File: config.mk
export PLATFORM = sky130hd
export DESIGN_NAME = song_sequencer
export DESIGN_NICKNAME = d
export VERILOG_FILES = /design/src/rtl/song_sequencer.sv
export SDC_FILE = /design/constraint.sdc
export NUM_CORES = 1
export LEC_CHECK = 0
export ABC_AREA = 1
export BUFFER_PORTS_ARGS = -buffer_cell sky130_fd_sc_hd__buf_4
export CAP_MARGIN = 20
export CORE_MARGIN = 4
export CORE_UTILIZATION = 45
export DETAILED_ROUTE_END_ITERATION = 10
export PLACE_DENSITY = 0.65
export SYNTH_ARGS = -nofsm -noshare
export SYNTH_HDL_FRONTEND = slang
export SYNTH_SLANG_ARGS = --single-unit
export TNS_END_PERCENT = 5
File: constraint.sdc
create_clock -name clk -period 4.9 [get_ports clk]
set_clock_uncertainty 0.05 [all_clocks]
set_input_delay 0.98 -clock clk [delete_from_list [all_inputs] [get_ports clk]]
set_output_delay 0.98 -clock clk [all_outputs]
set_load 0.01 [all_outputs]
File: src/rtl/song_sequencer.sv
// song_sequencer: auto-play stage in front of the buzzer tone generator.
// It walks a song table in an external synchronous ROM one entry at a time. Each
// entry sounds its note for len*UNIT_TICKS-GAP_TICKS ticks and is then silent for
// GAP_TICKS ticks. The sequencer handles start, stop, level pause and end of song.
//
// Ports
//   clk       in   1        system clock
//   rst       in   1        synchronous, active-high reset
//   start     in   1        begin playing song_sel (accepted only in IDLE)
//   stop      in   1        abort playback and return to IDLE
//   pause     in   1        level; freezes playback while high
//   song_sel  in   2        song number, latched when start is accepted
//   rom_addr  out  IDX_W+2  {song, idx} ROM read address
//   rom_data  in   11       ROM word, valid 1 cycle after rom_addr:
//                           [10]=END [9:8]=mode [7:4]=note [3:0]=len (0 means 16)
//   note      out  4        buzzer note; 0 = silence
//   mode      out  2        buzzer octave mode
//   playing   out  1        high from FETCH through the last GAP, PAUSED included
//   done      out  1        one-cycle pulse on natural end of song
//   pos       out  IDX_W    index of the entry currently sounding
module song_sequencer #(
    parameter int TICK_DIV   = 100_000,
    parameter int UNIT_TICKS = 125,
    parameter int GAP_TICKS  = 20,
    parameter int IDX_W      = 6
) (
    input  logic             clk,
    input  logic             rst,
    input  logic             start,
    input  logic             stop,
    input  logic             pause,
    input  logic [1:0]       song_sel,
    output logic [IDX_W+1:0] rom_addr,
    input  logic [10:0]      rom_data,
    output logic [3:0]       note,
    output logic [1:0]       mode,
    output logic             playing,
    output logic             done,
    output logic [IDX_W-1:0] pos
);

    localparam int TICK_W = (TICK_DIV > 1) ? $clog2(TICK_DIV) : 1;
    localparam int ENT_W  = $clog2(16 * UNIT_TICKS + 1);

    typedef enum logic [2:0] {
        ST_IDLE,
        ST_FETCH,
        ST_LOAD,
        ST_SOUND,
        ST_GAP,
        ST_PAUSED,
        ST_DONE
    } state_t;

    state_t            r_state;
    state_t            w_next;
    state_t            r_saved;
    logic [1:0]        r_song_q;
    logic [IDX_W-1:0]  r_idx;
    logic [IDX_W-1:0]  r_pos;
    logic [3:0]        r_note;
    logic [1:0]        r_mode;
    logic [TICK_W-1:0] r_tick;
    logic [ENT_W-1:0]  r_ent;
    logic [ENT_W-1:0]  r_snd_last;
    logic [ENT_W-1:0]  r_ent_last;

    logic              w_end_flag;
    logic [4:0]        w_len_units;
    logic [ENT_W-1:0]  w_total;
    logic              w_tick;
    logic              w_snd_end;
    logic              w_gap_end;

    assign w_end_flag  = rom_data[10];
    assign w_len_units = (rom_data[3:0] == 4'd0) ? 5'd16 : {1'b0, rom_data[3:0]};
    assign w_total     = ENT_W'(w_len_units) * ENT_W'(UNIT_TICKS);
    assign w_tick      = (r_tick == TICK_W'(TICK_DIV - 1));

    // The entry counter runs across the whole entry: sound ends at r_snd_last and
    // the gap ends at r_ent_last, so the gap needs no counter of its own.
    assign w_snd_end   = (r_state == ST_SOUND) && w_tick && (r_ent == r_snd_last);
    assign w_gap_end   = (r_state == ST_GAP) && w_tick && (r_ent == r_ent_last);

    assign rom_addr = {r_song_q, r_idx};
    assign mode     = r_mode;
    assign pos      = r_pos;

    always_ff @(posedge clk) begin
        if (rst) begin
            r_state <= ST_IDLE;
        end else begin
            r_state <= w_next;
        end
    end

    always_comb begin
        w_next  = r_state;
        note    = '0;
        playing = 1'b0;
        done    = 1'b0;
        case (r_state)
            ST_IDLE: begin
                if (start) w_next = ST_FETCH;
            end
            ST_FETCH: begin
                playing = 1'b1;
                w_next  = ST_LOAD;
            end
            ST_LOAD: begin
                playing = 1'b1;
                if (w_end_flag)  w_next = ST_DONE;
                else if (pause)  w_next = ST_PAUSED;
                else             w_next = ST_SOUND;
            end
            ST_SOUND: begin
                playing = 1'b1;
                note    = r_note;
                if (pause)           w_next = ST_PAUSED;
                else if (w_snd_end)  w_next = ST_GAP;
            end
            ST_GAP: begin
                playing = 1'b1;
                // Finishing the entry takes priority; a held pause is seen at the next SOUND.
                if (w_gap_end)   w_next = (r_idx == '1) ? ST_DONE : ST_FETCH;
                else if (pause)  w_next = ST_PAUSED;
            end
            ST_PAUSED: begin
                playing = 1'b1;
                if (!pause) w_next = r_saved;
            end
            ST_DONE: begin
                done   = 1'b1;
                w_next = ST_IDLE;
            end
            default: w_next = ST_IDLE;
        endcase
        // stop overrides everything, including a start presented in IDLE
        if (stop) w_next = ST_IDLE;
    end

    always_ff @(posedge clk) begin
        if (rst) begin
            r_saved    <= ST_SOUND;
            r_song_q   <= '0;
            r_idx      <= '0;
            r_pos      <= '0;
            r_note     <= '0;
            r_mode     <= '0;
            r_tick     <= '0;
            r_ent      <= '0;
            r_snd_last <= '0;
            r_ent_last <= '0;
        end else begin
            case (r_state)
                ST_IDLE: begin
                    if (w_next == ST_FETCH) begin
                        r_song_q <= song_sel;
                        r_idx    <= '0;
                        r_tick   <= '0;
                        r_ent    <= '0;
                    end
                end
                ST_LOAD: begin
                    r_tick <= '0;
                    r_ent  <= '0;
                    if (!w_end_flag) begin
                        r_mode     <= rom_data[9:8];
                        r_note     <= rom_data[7:4];
                        r_pos      <= r_idx;
                        r_snd_last <= w_total - ENT_W'(GAP_TICKS + 1);
                        r_ent_last <= w_total - ENT_W'(1);
                    end
                end
                ST_SOUND, ST_GAP: begin
                    if (w_tick) begin
                        r_tick <= '0;
                        r_ent  <= r_ent + ENT_W'(1);
                    end else begin
                        r_tick <= r_tick + TICK_W'(1);
                    end
                    if (w_next == ST_FETCH) r_idx <= r_idx + IDX_W'(1);
                end
                default: ;
            endcase
            // The cycle that samples pause still counts, so if it was the last sound
            // tick the resume point is already the gap.
            if (w_next == ST_PAUSED && r_state != ST_PAUSED) begin
                r_saved <= (r_state == ST_GAP || w_snd_end) ? ST_GAP : ST_SOUND;
            end
        end
    end

endmodule

==> results.py <==
metrics = {
    "outcome": {
        "status": "finished clean",
    },
    "clocking": {
        "insertion_delay_ns": 0.33,
        "cts_made_buffers": 9,
        "h-tree-depth": 3,
        "cts-root-buf": "clkbuf_16",
        "cts_buffer_depth": 2,
        "clkTransAtPathRegs_ns": 0.05,
        "post_cts_buffers": 0,
        "cts_sinks": 70,
        "tritoncts": "built",
    },
    "global_route": {
        "grt_pass1_wl_mm": 21.7,
        "antenna_found_initial": 0,
        "grt_pass1_vias": 4975,
        "overflow": 0,
        "track_usage_pct": 20.1,
        "grt_max_degree": 57,
    },
    "placement": {
        "dp_hpwl_mm": 9.17,
        "placed_area_um2": 5500,
        "gp_congestion": 0.876,
        "io_buffers": 39,
    },
    "layout": {
        "final_cell_mix": "nand2_1 (209), nor2_1 (137), inv_1 (111), dfxtp_1 (70), nand3_1 (69)",
        "syn_to_final_growth_pct": 14.3,
        "n_antenna_cell": 0,
        "n_fill_cell": 1141,
        "final_common_cell": "nand2_1",
        "final_area_um2": 5830,
        "multi_input_area_um2": 3130,
        "drive_gt1_share_pct": 10.3,
        "fin_nets": 913,
        "post-route-util_pct": 53.1,
        "regArea_um2": 1400,
    },
    "drt": {
        "via_count": 5059,
        "remaining_drc_errors": 0,
        "ant_nets": 0,
        "drt-pass1-iter-count": 6,
        "drt-total-wl_mm": 12.3,
        "drt-vias-per-instance": 5.01,
        "avgRoutedWirePerCell_um": 12.2,
        "first_iter_violations": 305,
    },
    "critical_path": {
        "cp.arrival_ns": 4.69,
        "critPathCaptureType": "flop",
        "crit_family": "adder cells",
        "critPathLaunchType": "input port",
        "worstPathMaxFanout": 8,
        "cp_num_buf_inv": 7,
        "cp_slowest_cell": "fa_1",
        "crit_required_ns": 5.08,
        "critPathMaxStageDelay_ns": 0.52,
        "critPathKind": "input port to flop",
    },
    "timing": {
        "fin_setup_tns_ns": 0,
        "finalHoldViolations": 0,
        "worst_slew_pin_slew_ns": 0.976,
        "final.min_clock_period_ns": 4.52,
        "min_period_over_period_pct": 92.2,
        "timing.hold.ws_ns": 0.405,
        "slew_headroom_pct": 34.7,
        "slew_viol_final": 0,
        "fmax_ghz": 0.221,
        "rsz0062_at_grt": "no",
        "setup_viol": 0,
    },
    "job": {
        "drv_cap": 0,
    },
    "floorplan": {
        "rows": 38,
        "start_util_pct": 46.4,
        "die_area_um2": 13100,
        "ios": 40,
        "die_w_um": 114,
        "die_h_um": 114,
        "core_um2": 11000,
    },
    "power_and_ir_drop": {
        "p_clk_share_pct": 38.3,
        "p_per_area_nw_per_um2": 317,
        "switchingPower_uw": 593,
        "intPower_uw": 1250,
        "p_leak_uw": 0.00281,
        "power_uw": 1850,
        "ir_worst_vdd_mv": 0.189,
        "pwr-share-seq_pct": 34.6,
        "p_comb_share_pct": 27.1,
        "p_sw_share_pct": 32.1,
    },
    "synth": {
        "synth.distinct_cells": 38,
        "synth_area_leader_cell": "dfxtp_1",
        "ys_warn_count": 0,
        "synth_xor_xnor_area_share_pct": 3.09,
        "synth_area_per_cell_um2": 6.12,
        "netlist_instances": 833,
        "synth_top_family_by_area": "simple AND/OR/NAND/NOR gates",
        "synth_top_cell_area_share_pct": 27.5,
        "synthesis.nets": 880,
        "synth_area_leaders": "dfxtp_1 (27%), nand2_1 (15%), nor2_1 (10%)",
        "synth-simple-area-share_pct": 37.7,
        "synth-compound-area-share_pct": 12.1,
        "synth-seq-cells": 70,
        "yosys.area_share.adder_pct": 8.15,
        "netlist_area_um2": 5100,
        "yosysSeqAreaShare_pct": 27.5,
        "synthMuxAreaShare_pct": 0,
    },
    "hold_path": {
        "hp-class": "flop to flop",
    },
}
==> through the flow <==
step,setup WS (ns),std cells
3_5_place_dp,-0.0297,995
5_1_grt,0.0184,1010
2_1_floorplan,0.153,833
3_3_place_gp,0.128,994
6_report,0.384,1010
4_1_cts,0.295,1010
==> registers in the layout, indices dropped and copies added (netlist names), 3 cells and up <==
| signal | count |
|---|---|
| r_tick | 17 |
| pos | 6 |
| r_ent | 11 |
| r_ent_last | 7 |
| r_idx | 6 |
| r_snd_last | 10 |
| r_state | 3 |
| r_note | 4 |
==> cell usage after synthesis, drive strengths merged <==
master / n
nand2: 212
nor2: 144
inv: 116
dfxtp: 70
nand3: 70
a21oi: 69
o21ai: 37
ha: 22
xor2: 16
clkbuf: 14
buf: 11
nor3: 8
fa: 7
or2: 7
nand4: 6
nand3b: 4
o211ai: 3
a211oi: 2
a31oi: 2
clkinv: 2
o21a: 2
xnor2: 2
and2: 1
and3: 1
nand2b: 1
nor3b: 1
nor4: 1
o22a: 1
o31ai: 1
==> worst min-delay path, stage by stage, from the launching register on <==
cell and delay (ns):
dfxtp_1 0.29, inv_1 0.06, a21oi_1 0.05
==> logic make-up after synthesis <==
logic type,count (synthesis)
XOR/XNOR,18
buffers and inverters,143
AO/OA/AOI/OAI,117
flip-flops,70
AND/OR/NAND/NOR,456
adder cells (fa/ha/maj),29
==> area by class of cell <==
class                           instances  area share, %
Sequential cell                        70           24.0
Timing Repair Buffer                   47           6.18
Clock inverter                          4           1.20
Clock buffer                           11           4.34
Tap cell                              140           3.01
Inverter                              118           7.60
Multi-Input combinational cell        620           53.6
==> power by group through the flow <==
stage / registers (uW) / clock network (uW) / logic (uW)
after floorplan: 640 / 0 / 391
after detailed placement: 650 / 0 / 495
final: 638 / 708 / 501
after CTS: 638 / 724 / 500
after global placement: 648 / 0 / 476
after global routing: 643 / 747 / 583
==> path summary, 6_finish.rpt <==
| kind | depth (start not counted) | from | slack (ns) | to |
|---|---|---|---|---|
| worst max register to register | 12 | r_state[1] | 1.72 | r_tick[11] |
| worst min-delay path | 2 | r_note[0] | 0.40 | r_note[0] |
| worst max-delay path | 26 | rom_data[3] | 0.38 | r_snd_last[10] |
| worst min register to register | 2 | r_note[0] | 0.40 | r_note[0] |
==> timing repair <==
| item | CTS | global route |
|---|---|---|
| hold buffers | 0 | 0 |
| resized for setup | 0 | 2 |
| setup endpoints to repair | 0 | 2 |
==> layer usage <==
metal	share of wire [%]	global-route usage (%)
met5	0	0
met2	49	35.4
met3	3.2	4.02
met1	46	24.2
met4	1.9	6.73
Note: power is estimated with default switching activity, not from simulation.
